===== config.mk =====
export PLATFORM = sky130hd
export DESIGN_NAME = vigna_mem_arbiter
export DESIGN_NICKNAME = d
export VERILOG_FILES = /design/src/rtl/vigna_bus_pkg.sv /design/src/rtl/vigna_arb_watchdog.sv /design/src/rtl/vigna_mem_arbiter.sv
export SDC_FILE = /design/constraint.sdc
export NUM_CORES = 1
export LEC_CHECK = 0
export BUFFER_PORTS_ARGS = -buffer_cell sky130_fd_sc_hd__buf_2
export CELL_PAD_IN_SITES_DETAIL_PLACEMENT = 1
export CELL_PAD_IN_SITES_GLOBAL_PLACEMENT = 1
export CORE_ASPECT_RATIO = 2
export CORE_MARGIN = 2
export CORE_UTILIZATION = 29
export CTS_CLUSTER_DIAMETER = 200
export DETAILED_ROUTE_END_ITERATION = 10
export PLACE_DENSITY_LB_ADDON = 0.1
export SLEW_MARGIN = 20
export SYNTH_ARGS = -nofsm -noshare
export SYNTH_HDL_FRONTEND = slang
export SYNTH_SLANG_ARGS = --single-unit

===== constraint.sdc =====
create_clock -name clk -period 2.07 [get_ports clk]
set_input_delay 0.207 -clock clk [delete_from_list [all_inputs] [get_ports clk]]
set_output_delay 0.207 -clock clk [all_outputs]
set_load 0.05 [all_outputs]

===== src/rtl/vigna_bus_pkg.sv =====
// rtl/vigna_bus_pkg.sv - shared encodings and constants for the vigna bus arbiter
package vigna_bus_pkg;

  // Arbiter FSM states: idle, or owned by the instruction or data port
  typedef enum logic [1:0] {
    ARB_IDLE   = 2'd0,
    ARB_BUSY_I = 2'd1,
    ARB_BUSY_D = 2'd2
  } arb_state_t;

  // Which port held the most recent grant (drives round-robin)
  typedef enum logic {
    GRANT_I = 1'b0,
    GRANT_D = 1'b1
  } arb_grant_t;

  // RV32 "addi x0, x0, 0": an aborted fetch decodes to a harmless NOP
  localparam logic [31:0] NOP_INSN = 32'h00000013;

endpackage


===== src/rtl/vigna_arb_watchdog.sv =====
// rtl/vigna_arb_watchdog.sv - busy-cycle timer that flags a hung memory transaction
module vigna_arb_watchdog #(
  parameter int unsigned TIMEOUT = 0
) (
  input  logic clk,
  input  logic resetn,
  input  logic start,
  input  logic active,
  input  logic m_ready,
  output logic expire
);

  // The timer is 16 bits wide, so larger limits could never be reached
  generate
    if (TIMEOUT > 65535) begin : g_timeout_range
      $error("vigna_arb_watchdog: TIMEOUT must not exceed 65535");
    end
  endgenerate

  localparam int unsigned LAST_I = (TIMEOUT == 0) ? 0 : TIMEOUT - 1;
  localparam logic [15:0] LAST = 16'(LAST_I);

  logic [15:0] timer;

  // Count busy cycles without a target response; cleared on every new grant
  always_ff @(posedge clk) begin
    if (!resetn) begin
      timer <= 16'd0;
    end else if (start) begin
      timer <= 16'd0;
    end else if (active && !m_ready) begin
      timer <= timer + 16'd1;
    end
  end

  // Fires in the last allowed busy cycle; a real m_ready in that cycle wins
  always_comb begin
    expire = (TIMEOUT != 0) && active && !m_ready && (timer == LAST);
  end

endmodule


===== src/rtl/vigna_mem_arbiter.sv =====
// rtl/vigna_mem_arbiter.sv - merges vigna instruction and data ports onto one memory port
module vigna_mem_arbiter
  import vigna_bus_pkg::*;
#(
  parameter bit          DATA_FIRST = 1'b1,
  parameter int unsigned TIMEOUT    = 0,
  parameter logic [31:0] ERR_RDATA  = NOP_INSN
) (
  input  logic        clk,
  input  logic        resetn,
  input  logic        i_valid,
  output logic        i_ready,
  input  logic [31:0] i_addr,
  output logic [31:0] i_rdata,
  input  logic        d_valid,
  output logic        d_ready,
  input  logic [31:0] d_addr,
  output logic [31:0] d_rdata,
  input  logic [31:0] d_wdata,
  input  logic [3:0]  d_wstrb,
  output logic        m_valid,
  input  logic        m_ready,
  output logic [31:0] m_addr,
  input  logic [31:0] m_rdata,
  output logic [31:0] m_wdata,
  output logic [3:0]  m_wstrb,
  output logic        bus_err
);

  arb_state_t  state;
  arb_state_t  state_nxt;
  arb_grant_t  last_grant;
  logic        pick_d;
  logic        grant_go;
  logic        busy;
  logic        expire;
  logic        done;
  logic [31:0] resp_data;

  // Winner selection: data first when configured, otherwise the port that lost last time
  always_comb begin
    pick_d   = d_valid && (!i_valid || DATA_FIRST || (last_grant == GRANT_I));
    grant_go = (state == ARB_IDLE) && (i_valid || d_valid);
    busy     = (state != ARB_IDLE);
    done     = busy && (m_ready || expire);
  end

  vigna_arb_watchdog #(
    .TIMEOUT (TIMEOUT)
  ) u_watchdog (
    .clk     (clk),
    .resetn  (resetn),
    .start   (grant_go),
    .active  (busy),
    .m_ready (m_ready),
    .expire  (expire)
  );

  // State register
  always_ff @(posedge clk) begin
    if (!resetn) begin
      state <= ARB_IDLE;
    end else begin
      state <= state_nxt;
    end
  end

  // Next state: IDLE always lasts one cycle so a finished master has dropped valid
  always_comb begin
    state_nxt = state;
    case (state)
      ARB_IDLE: begin
        if (i_valid || d_valid) begin
          state_nxt = pick_d ? ARB_BUSY_D : ARB_BUSY_I;
        end
      end
      ARB_BUSY_I, ARB_BUSY_D: begin
        if (m_ready || expire) begin
          state_nxt = ARB_IDLE;
        end
      end
      default: state_nxt = ARB_IDLE;
    endcase
  end

  // Completion is routed only to the owner; everyone else sees ready=0 and rdata=0
  always_comb begin
    i_ready   = 1'b0;
    d_ready   = 1'b0;
    i_rdata   = 32'd0;
    d_rdata   = 32'd0;
    resp_data = m_ready ? m_rdata : ERR_RDATA;
    if ((state == ARB_BUSY_I) && done) begin
      i_ready = 1'b1;
      i_rdata = resp_data;
    end
    if ((state == ARB_BUSY_D) && done) begin
      d_ready = 1'b1;
      d_rdata = resp_data;
    end
  end

  // Shared-port request registers: loaded at grant, retired on completion or abort
  always_ff @(posedge clk) begin
    if (!resetn) begin
      m_valid    <= 1'b0;
      m_addr     <= 32'd0;
      m_wdata    <= 32'd0;
      m_wstrb    <= 4'd0;
      bus_err    <= 1'b0;
      last_grant <= GRANT_D;
    end else begin
      bus_err <= 1'b0;
      if (grant_go) begin
        m_valid    <= 1'b1;
        m_addr     <= pick_d ? d_addr : i_addr;
        m_wdata    <= pick_d ? d_wdata : 32'd0;
        m_wstrb    <= pick_d ? d_wstrb : 4'd0;
        last_grant <= pick_d ? GRANT_D : GRANT_I;
      end else if (done) begin
        m_valid <= 1'b0;
        m_wstrb <= 4'd0;
        bus_err <= !m_ready;
      end
    end
  end

endmodule

### Word-level counts from Yosys, hierarchy flattened

Index checks and enable logic that the tools add are counted.

| storage, ports and cells | value |
|---|---|
| register bits | 72 |
| bits of input ports | 137 |
| output and inout bits | 136 |
| logic and storage cells | 40 |

| cells by class | value |
|---|---|
| equality and inequality tests | 4 |
| multiplexer cells | 16 |
| bitwise logic cells | 2 |
| reduce and logical (&&, ||, !) cells | 12 |

Operators with widths:

| kind | count |
|---|---|
| $mux 32 | 5 |
| $mux 4 | 3 |
| $mux 2 | 3 |
| $logic_and 1x1->1 | 4 |
| $mux 1 | 4 |
| $pmux 2 s2 | 1 |
| $reduce_bool 2->1 | 2 |
| $reduce_or 3->1 | 1 |
| $eq 2x1->1 const B | 1 |
| $eq 2x2->1 const B | 1 |
| $logic_not 2->1 | 1 |
| $ne 2x1->1 const B | 1 |
| $ne 2x2->1 const B | 1 |
| $not 1->1 | 2 |
| $reduce_and 2->1 | 1 |
| $reduce_or 2->1 | 1 |
| $logic_not 1->1 | 1 |
| $logic_or 1x1->1 | 1 |

### Logic depth before layout (Yosys ltp)

Gate-level depths: netlist (run 1).

| logic depth | value |
|---|---|
| word-level depth | 4 |
| gate-level depth with buffers | 7 |
| depth with buffers taken out | 5 |

### By module

From an unflattened synthesis (run 1), not the netlist that was laid out.

| unflattened totals | value |
|---|---|
| cells, all modules | 409 |
| area total of the unflattened synthesis | 3,489.6 um^2 |

Modules (own cells, without submodules):

| module | instances | cells an instance | area each (um^2) | seq. area each (um^2) |
|---|---|---|---|---|
| vigna_mem_arbiter | 1 | 407 | 3,478.3 | 1,441.4 |
| vigna_arb_watchdog | 1 | 2 | 11.3 | 0.0 |

### Worst setup path before layout (run 1)

No wires, ideal clock.

| timing path | value |
|---|---|
| kind | register to output |
| start | register state[0] |
| end | output port d_rdata[22] |
| arrival | 1,744 ps |
| slack | 119 ps |
| stages on the path, launching flop included | 6 |
| path buffers | 1 |
| cell sequence | dfxtp_1 > inv_1 > ha_1 > nor3b_2 > buf_2 > and2_1 |

| between the ends | value |
|---|---|
| word-level cells in the longest chain between the ends | 4 |

Ends and longest elaborated chain:

| what | line | source |
|---|---|---|
| from (decl) | vigna_mem_arbiter.sv:30 | `arb_state_t state;` |
| from (signal assigned) | vigna_mem_arbiter.sv:64 | `state <= state_nxt;` |
| $reduce_bool 2->1 | vigna_mem_arbiter.sv:44 | `busy = (state != ARB_IDLE);` |
| $logic_and 1x1->1 | vigna_mem_arbiter.sv:45 | `done = busy && (m_ready \|\| expire);` |
| $logic_and 1x1->1 (*) | vigna_mem_arbiter.sv:97 | `if ((state == ARB_BUSY_D) && done) begin` |
| $mux 32 (*) | vigna_mem_arbiter.sv:97 |  |
| to (decl) | vigna_mem_arbiter.sv:18 | `output logic [31:0] d_rdata,` |

Every way passes the cells marked *; elsewhere a longest branch is shown, timed or not.

### Worst setup path in the final report (run 1)

| timing path | value |
|---|---|
| start | register state[0] |
| end | output port i_rdata[13] |

| between the ends | value |
|---|---|
| word-level cells in the longest chain between the ends | 4 |

Ends and longest elaborated chain:

| what | line | source |
|---|---|---|
| $reduce_bool 2->1 | vigna_mem_arbiter.sv:44 |  |
| $logic_and 1x1->1 | vigna_mem_arbiter.sv:45 |  |
| $logic_and 1x1->1 (*) | vigna_mem_arbiter.sv:93 | `if ((state == ARB_BUSY_I) && done) begin` |
| $mux 32 (*) | vigna_mem_arbiter.sv:93 |  |
| to (decl) | vigna_mem_arbiter.sv:14 | `output logic [31:0] i_rdata,` |

Marked as above.

==> results.yml, run 1 <==
run_status:
  outcome: "completed"
die:
  die_w_um: 81.4
  coreArea_sq_mm: 0.0117
  initial_core_util_pct: 29.7
  die_h_um: 159
  ios: 273
  fp.dieArea_sq_mm: 0.0129
  rows: 56
yosys:
  syn_avg_cell_area_sq_um: 9.73
  synth.distinct_cells: 28
  yosys_warnings: 0
  ys_ff_latch: 72
  synth_fp_nets: 498
  seq_area_frac_synth_pct: 41.5
  syn_area_sq_mm: 0.00347
  synthCells: 357
timing:
  finalSetupTns_ns: 0
  worst_slack_ns: 0.0948
  fin_crit_sh_pct: 95.4
  hold-worst-slack_ns: 0.0943
  final.min_clock_period_ns: 1.98
  setup_viol: 0
  timing.fmax_mhz: 506
  finalClockSkew_ns: 0.00764
  finalHoldViolCount: 0
  slew_violations: 0
  rsz0062_at_grt: "no"
clocking:
  hold_buffers: 0
  clk_pin_slew_ns: 0.05
  cts_buffers: 9
  clockBufferDepth: 2
  cts_tree: "done"
  clockRootBuffer: "clkbuf_16"
  clkLatencyLatePin_ns: 0.33
  htree_levels: 3
  clock_sinks: 72
hold_path:
  hold_path.class: "in -> reg"
power:
  p_int_mw: 2.98
  p_total_mw: 4.69
  swShare_pct: 36.4
  irDropWorstVdd_v: 0.000470
  p_per_area_mw_per_mm2: 846
  leakage_nw: 3.10
  seq_power_share_pct: 34.5
  clkPwrFrac_pct: 33.4
  power_switching_mw: 1.70
  comb_power_share_pct: 32.1
finish:
  area_growth_pct: 59.4
  fill_cells: 1439
  fin_cells: 772
  drive_above_1_share_pct: 49.5
  final_area_sq_mm: 0.00554
  layout.nets: 762
  fin_util_pct: 47.3
placement:
  dp_hpwl_mm: 9.52
  placed_cell_area_sq_mm: 0.00495
  place.gp.congestion: 0.797
  portBuffers: 272
  place_inst: 750
  dp_slack_ns: 0.243
routing:
  drc_errors: 0
  drtIter0Drc: 117
  wirelength_mm: 12.7
  drt-pass1-iter-count: 4
  num_vias: 3669
  via_per_inst: 4.75
  ant_nets: 0
  wl_per_cell_um: 16.4
global_routing:
  track_usage_pct: 19.1
  grt_max_degree: 66
  grt_pass1_wl_mm: 19.2
  antenna_found_initial: 0
  grt_pass1_vias: 3866
  grt_overflow: 0
worst_setup_path:
  cp.required_ns: 1.86
  cp_max_fo: 5
  critPathLaunchType: "register"
  arrival_ns: 1.77
  critPathCaptureType: "primary output"
  critPathKind: "reg -> out"
job:
  max-cap-violations: 0
==> worst paths after layout <==
check	start	to	slack, ns	cells after the start
worst min register to register	m_addr[25]	m_addr[25]	0.49	1
worst min-delay path	d_wstrb[1]	m_wstrb[1]	0.09	2
worst max register to register	state[0]	m_wdata[1]	0.36	6
worst max-delay path	state[0]	i_rdata[13]	0.09	7
==> cell type report <==
type                    instances  area [sq um]  area share [%]
inverters                       3          11.3           0.203
repair buffers                285          1740            31.5
well taps                     145           181            3.28
flip-flops and latches         72          1440            26.1
diodes                          1          2.50          0.0452
clock inverters                 6          67.6            1.22
multi-input cells             250          1850            33.4
clock buffers                  10           239            4.32
==> sequential cells by signal (all words and copies together), names as in the netlist <==
signal   flops
m_valid      1
m_wstrb      4
bus_err      1
m_wdata     32
m_addr      32
state        2
==> layer usage <==
metal	up-vias	track usage, %	part of all wire [%]
met5	-	0	0
met4	0	9.09	2.9
met3	28	5.28	7.9
met2	160	34.0	53
met1	1714	19.8	36
li1	1767	-	-
==> worst max-delay path: stages (launching register included) <==
cell and delay [ns]:
dfxtp_2 0.34, inv_1 0.10, ha_4 0.20, nor3b_4 0.19, buf_6 0.15, buf_4 0.15
and2_1 0.13, buf_4 0.19
==> synth_stat cells <==
cell / number / area [sq um]
a21boi_0: 1 / 7.51
a21oi_1: 1 / 5.00
a22oi_1: 32 / 240
a32o_1: 4 / 40.0
and2_1: 66 / 413
and3_1: 1 / 6.26
buf_2: 9 / 45.0
buf_4: 2 / 15.0
buf_6: 7 / 78.8
clkbuf_1: 12 / 45.0
clkbuf_2: 1 / 5.00
clkbuf_4: 1 / 7.51
conb_1: 1 / 3.75
dfxtp_1: 72 / 1440
ha_1: 4 / 50.1
inv_1: 3 / 11.3
mux2i_1: 32 / 320
nand2_1: 32 / 120
nand2b_1: 3 / 18.8
nand4b_1: 1 / 8.76
nor2b_1: 32 / 200
nor3b_2: 2 / 25.0
o211a_1: 32 / 320
o21a_1: 2 / 15.0
o21ai_1: 1 / 5.00
o221a_2: 1 / 11.3
o22a_1: 1 / 8.76
o22ai_1: 1 / 6.26
==> layout by cell type, fill, tap and decap left out, types with 2 or more instances in the layout <==
cell type | synthesis | final
dfxtp_1 | 72 | 71
clkbuf_16 | 0 | 9
buf_6 | 7 | 16
mux2i_1 | 32 | 32
nor2b_1 | 32 | 32
clkinvlp_4 | 0 | 2
nand2b_1 | 3 | 3
buf_12 | 0 | 5
buf_4 | 2 | 53
o211a_1 | 32 | 32
clkbuf_4 | 1 | 3
and2_1 | 66 | 65
a22oi_1 | 32 | 32
ha_1 | 4 | 3
buf_2 | 9 | 208
inv_1 | 3 | 2
a32o_1 | 4 | 4
nand2_1 | 32 | 32
==> what timing repair did <==
| action | CTS | global route |
|---|---|---|
| resized for setup | 69 | 21 |
| pin swaps | 0 | 1 |
| buffers inserted | 0 | 1 |
| cloned | 2 | 2 |
| setup endpoints to repair | 64 | 64 |
==> kinds of logic after synthesis <==
| family | synth area share, % |
|---|---|
| muxes | 9.22 |
| and+or+nand+nor | 22.8 |
| AOI/OAI and AO/OA | 19.0 |
| DFF | 41.5 |
| adders and majority gates | 1.44 |
| other | 0.108 |
| buffers and inverters | 5.98 |
==> power groups by stage <==
| stage | Combinational [mW] | Clock [mW] | Sequential [mW] |
|---|---|---|---|
| finish | 1.50 | 1.57 | 1.62 |
| floorplan | 0.556 | 0 | 2.16 |
| global route | 1.61 | 1.68 | 1.63 |
| detailed placement | 1.49 | 0 | 1.64 |
| global placement | 1.47 | 0 | 1.64 |
| CTS | 1.51 | 1.63 | 1.62 |
(Power assumes the default switching activity.)
==> run 2: changes to the inputs <==
--- a/config.mk
+++ b/config.mk
@@ -5,14 +5,13 @@
 export SDC_FILE = /design/constraint.sdc
 export NUM_CORES = 1
 export LEC_CHECK = 0
-export BUFFER_PORTS_ARGS = -buffer_cell sky130_fd_sc_hd__buf_2
 export CELL_PAD_IN_SITES_DETAIL_PLACEMENT = 1
 export CELL_PAD_IN_SITES_GLOBAL_PLACEMENT = 1
-export CORE_ASPECT_RATIO = 2
-export CORE_MARGIN = 2
-export CORE_UTILIZATION = 29
+export CORE_AREA = 2 2 105 107
 export CTS_CLUSTER_DIAMETER = 200
 export DETAILED_ROUTE_END_ITERATION = 10
+export DIE_AREA = 0 0 107 109
+export DONT_BUFFER_PORTS = 1
 export PLACE_DENSITY_LB_ADDON = 0.1
 export SLEW_MARGIN = 20
 export SYNTH_ARGS = -nofsm -noshare
==> results.yml, run 2 (synthesized netlist as in run 1, its figures left out) <==
clocking:
  cts_tree: "done"
  cts_buffers: 9
  clockRootBuffer: "clkbuf_8"
  clkLatencyLatePin_ns: 0.35
  clk_pin_slew_ns: 0.09
  clock_sinks: 72
  htree_levels: 3
  clockBufferDepth: 2
power:
  p_per_area_mw_per_mm2: 799
  irDropWorstVdd_v: 0.000383
  leakage_nw: 2.29
  p_total_mw: 3.97
placement:
  place.gp.congestion: 0.803
  portBuffers: 0
  dp_slack_ns: 0.224
  dp_hpwl_mm: 8.74
global_routing:
  grt_pass1_vias: 2824
  grt_pass1_wl_mm: 17.0
  antenna_found_initial: 0
  grt_overflow: 0
  grt_max_degree: 66
  track_usage_pct: 19.3
timing:
  maxSlewHeadroom_pct: 55.6
  finalClockSkew_ns: 0.00632
  timing.fmax_mhz: 503
  worst_slack_ns: 0.0832
  worst_pin_slew_ns: 0.666
  fin_crit_sh_pct: 96.0
  slew_violations: 0
  finalHoldViolCount: 0
  setup_viol: 0
  final.min_clock_period_ns: 1.99
hold_path:
  hold_path.class: "in -> reg"
finish:
  layout.nets: 558
  reg_top3: "m_addr: 32 flops, m_wdata: 32 flops, m_wstrb: 4 flops"
  fill_cells: 1158
  area_growth_pct: 43.1
  layout_commonest_cell: "dfxtp_1"
  drive_above_1_share_pct: 25.6
  num_antenna_cells: 0
  final_cell_mix: "dfxtp_1, and2_1, buf_12"
routing:
  num_vias: 2920
  wl_per_cell_um: 21.1
  drc_errors: 0
  drt-pass1-iter-count: 4
  ant_nets: 0
  via_per_inst: 5.20
  drtIter0Drc: 158
  wirelength_mm: 11.9
run_status:
  outcome: "completed"
worst_setup_path:
  crit_path_cell_trace: "inv_4, ha_4, nor3b_4, buf_4, buf_12, and2_1, buf_12"
  cp.required_ns: 1.86
  critPathCaptureType: "primary output"
  cp_max_fo: 17
  max_stage_delay_ns: 0.37
  crit_top_cell: "buf_12"
  critPathLaunchType: "register"
  critPathKind: "reg -> out"
  arrival_ns: 1.78
  critPathSlowestCell: "dfxtp_2"
die:
  die_w_um: 107
  die_h_um: 109
  rows: 38
  ios: 273
  fp.dieArea_sq_mm: 0.0117
  coreArea_sq_mm: 0.0106
  initial_core_util_pct: 32.8
job:
  max-cap-violations: 0
==> run 2: changes by cell type in the layout (fill, tap and decap cells not counted), sizes merged, moves of 2 or more <==
cell,delta
clkbuf,-4
buf,-207
dlygate4sd3,+6
inv,+3
clkinv,-2
==> run 2: critical path: cells and delay by family, from the launching register on <==
family / cells / cell delay [ns]
buffers and inverters: 4 / 0.49
AND/OR/NAND/NOR: 2 / 0.37
adder cells (fa/ha/maj): 1 / 0.18
flip-flops: 1 / 0.37
==> run 2: cell type report <==
type | instances | area (sq um) | area share [%]
multi-input combinational | 250 | 1870 | 37.7
timing repair buffer | 81 | 1280 | 25.7
inverter | 3 | 13.8 | 0.277
tap | 140 | 175 | 3.52
clock inverter | 7 | 62.6 | 1.26
clock buffer | 9 | 124 | 2.49
sequential | 72 | 1440 | 29.0
==> run 2: routing by layer <==
layer / global-route usage (%) / wire (um) / vias up
met5: 0 / 0 / -
li1: - / - / 1360
met2: 35.3 / 6150 / 168
met1: 19.1 / 4030 / 1368
met4: 7.98 / 365 / 0
met3: 8.43 / 1310 / 24
==> run 2: where the power goes <==
group / switching (mW) / total (mW) / leakage, nW / internal (mW)
clock network: 0.619 / 1.08 / 0.0863 / 0.460
registers: 0.635 / 2.17 / 0.596 / 1.54
logic: 0.391 / 0.720 / 1.61 / 0.330
total: 1.64 / 3.97 / 2.29 / 2.33
==> run 2: what timing repair did <==
action,4_1_cts,5_1_grt
setup buffers,2,0
gates resized for setup,8,14
gates cloned,1,0
hold endpoints to repair,67,0
pin swaps,1,0
hold buffers,7,0
endpoints found under the setup margin,65,64
==> run 2: stage by stage <==
stage          std cells  hold WS (ns)  util (%)  instance area (sq um)  TNS [ns]
2_1_floorplan        357         0.333         -                   3470         0
3_3_place_gp         536         0.335      43.3                   4590         0
3_5_place_dp         536         0.339      43.3                   4590         0
4_1_cts              562       0.00789      46.6                   4940         0
5_1_grt              562       0.00648      46.9                   4970   -0.0159
6_report             562        0.0225      46.9                   4970         0
==> run 2: path summary, 6_finish.rpt <==
kind	start	to	slack, ns	depth (start not counted)
hold reg to reg	state[0]	state[0]	0.65	3
hold / removal	d_wdata[21]	m_wdata[21]	0.02	2
setup reg to reg	state[1]	m_wdata[25]	0.40	6
setup / recovery	state[0]	d_rdata[26]	0.08	7
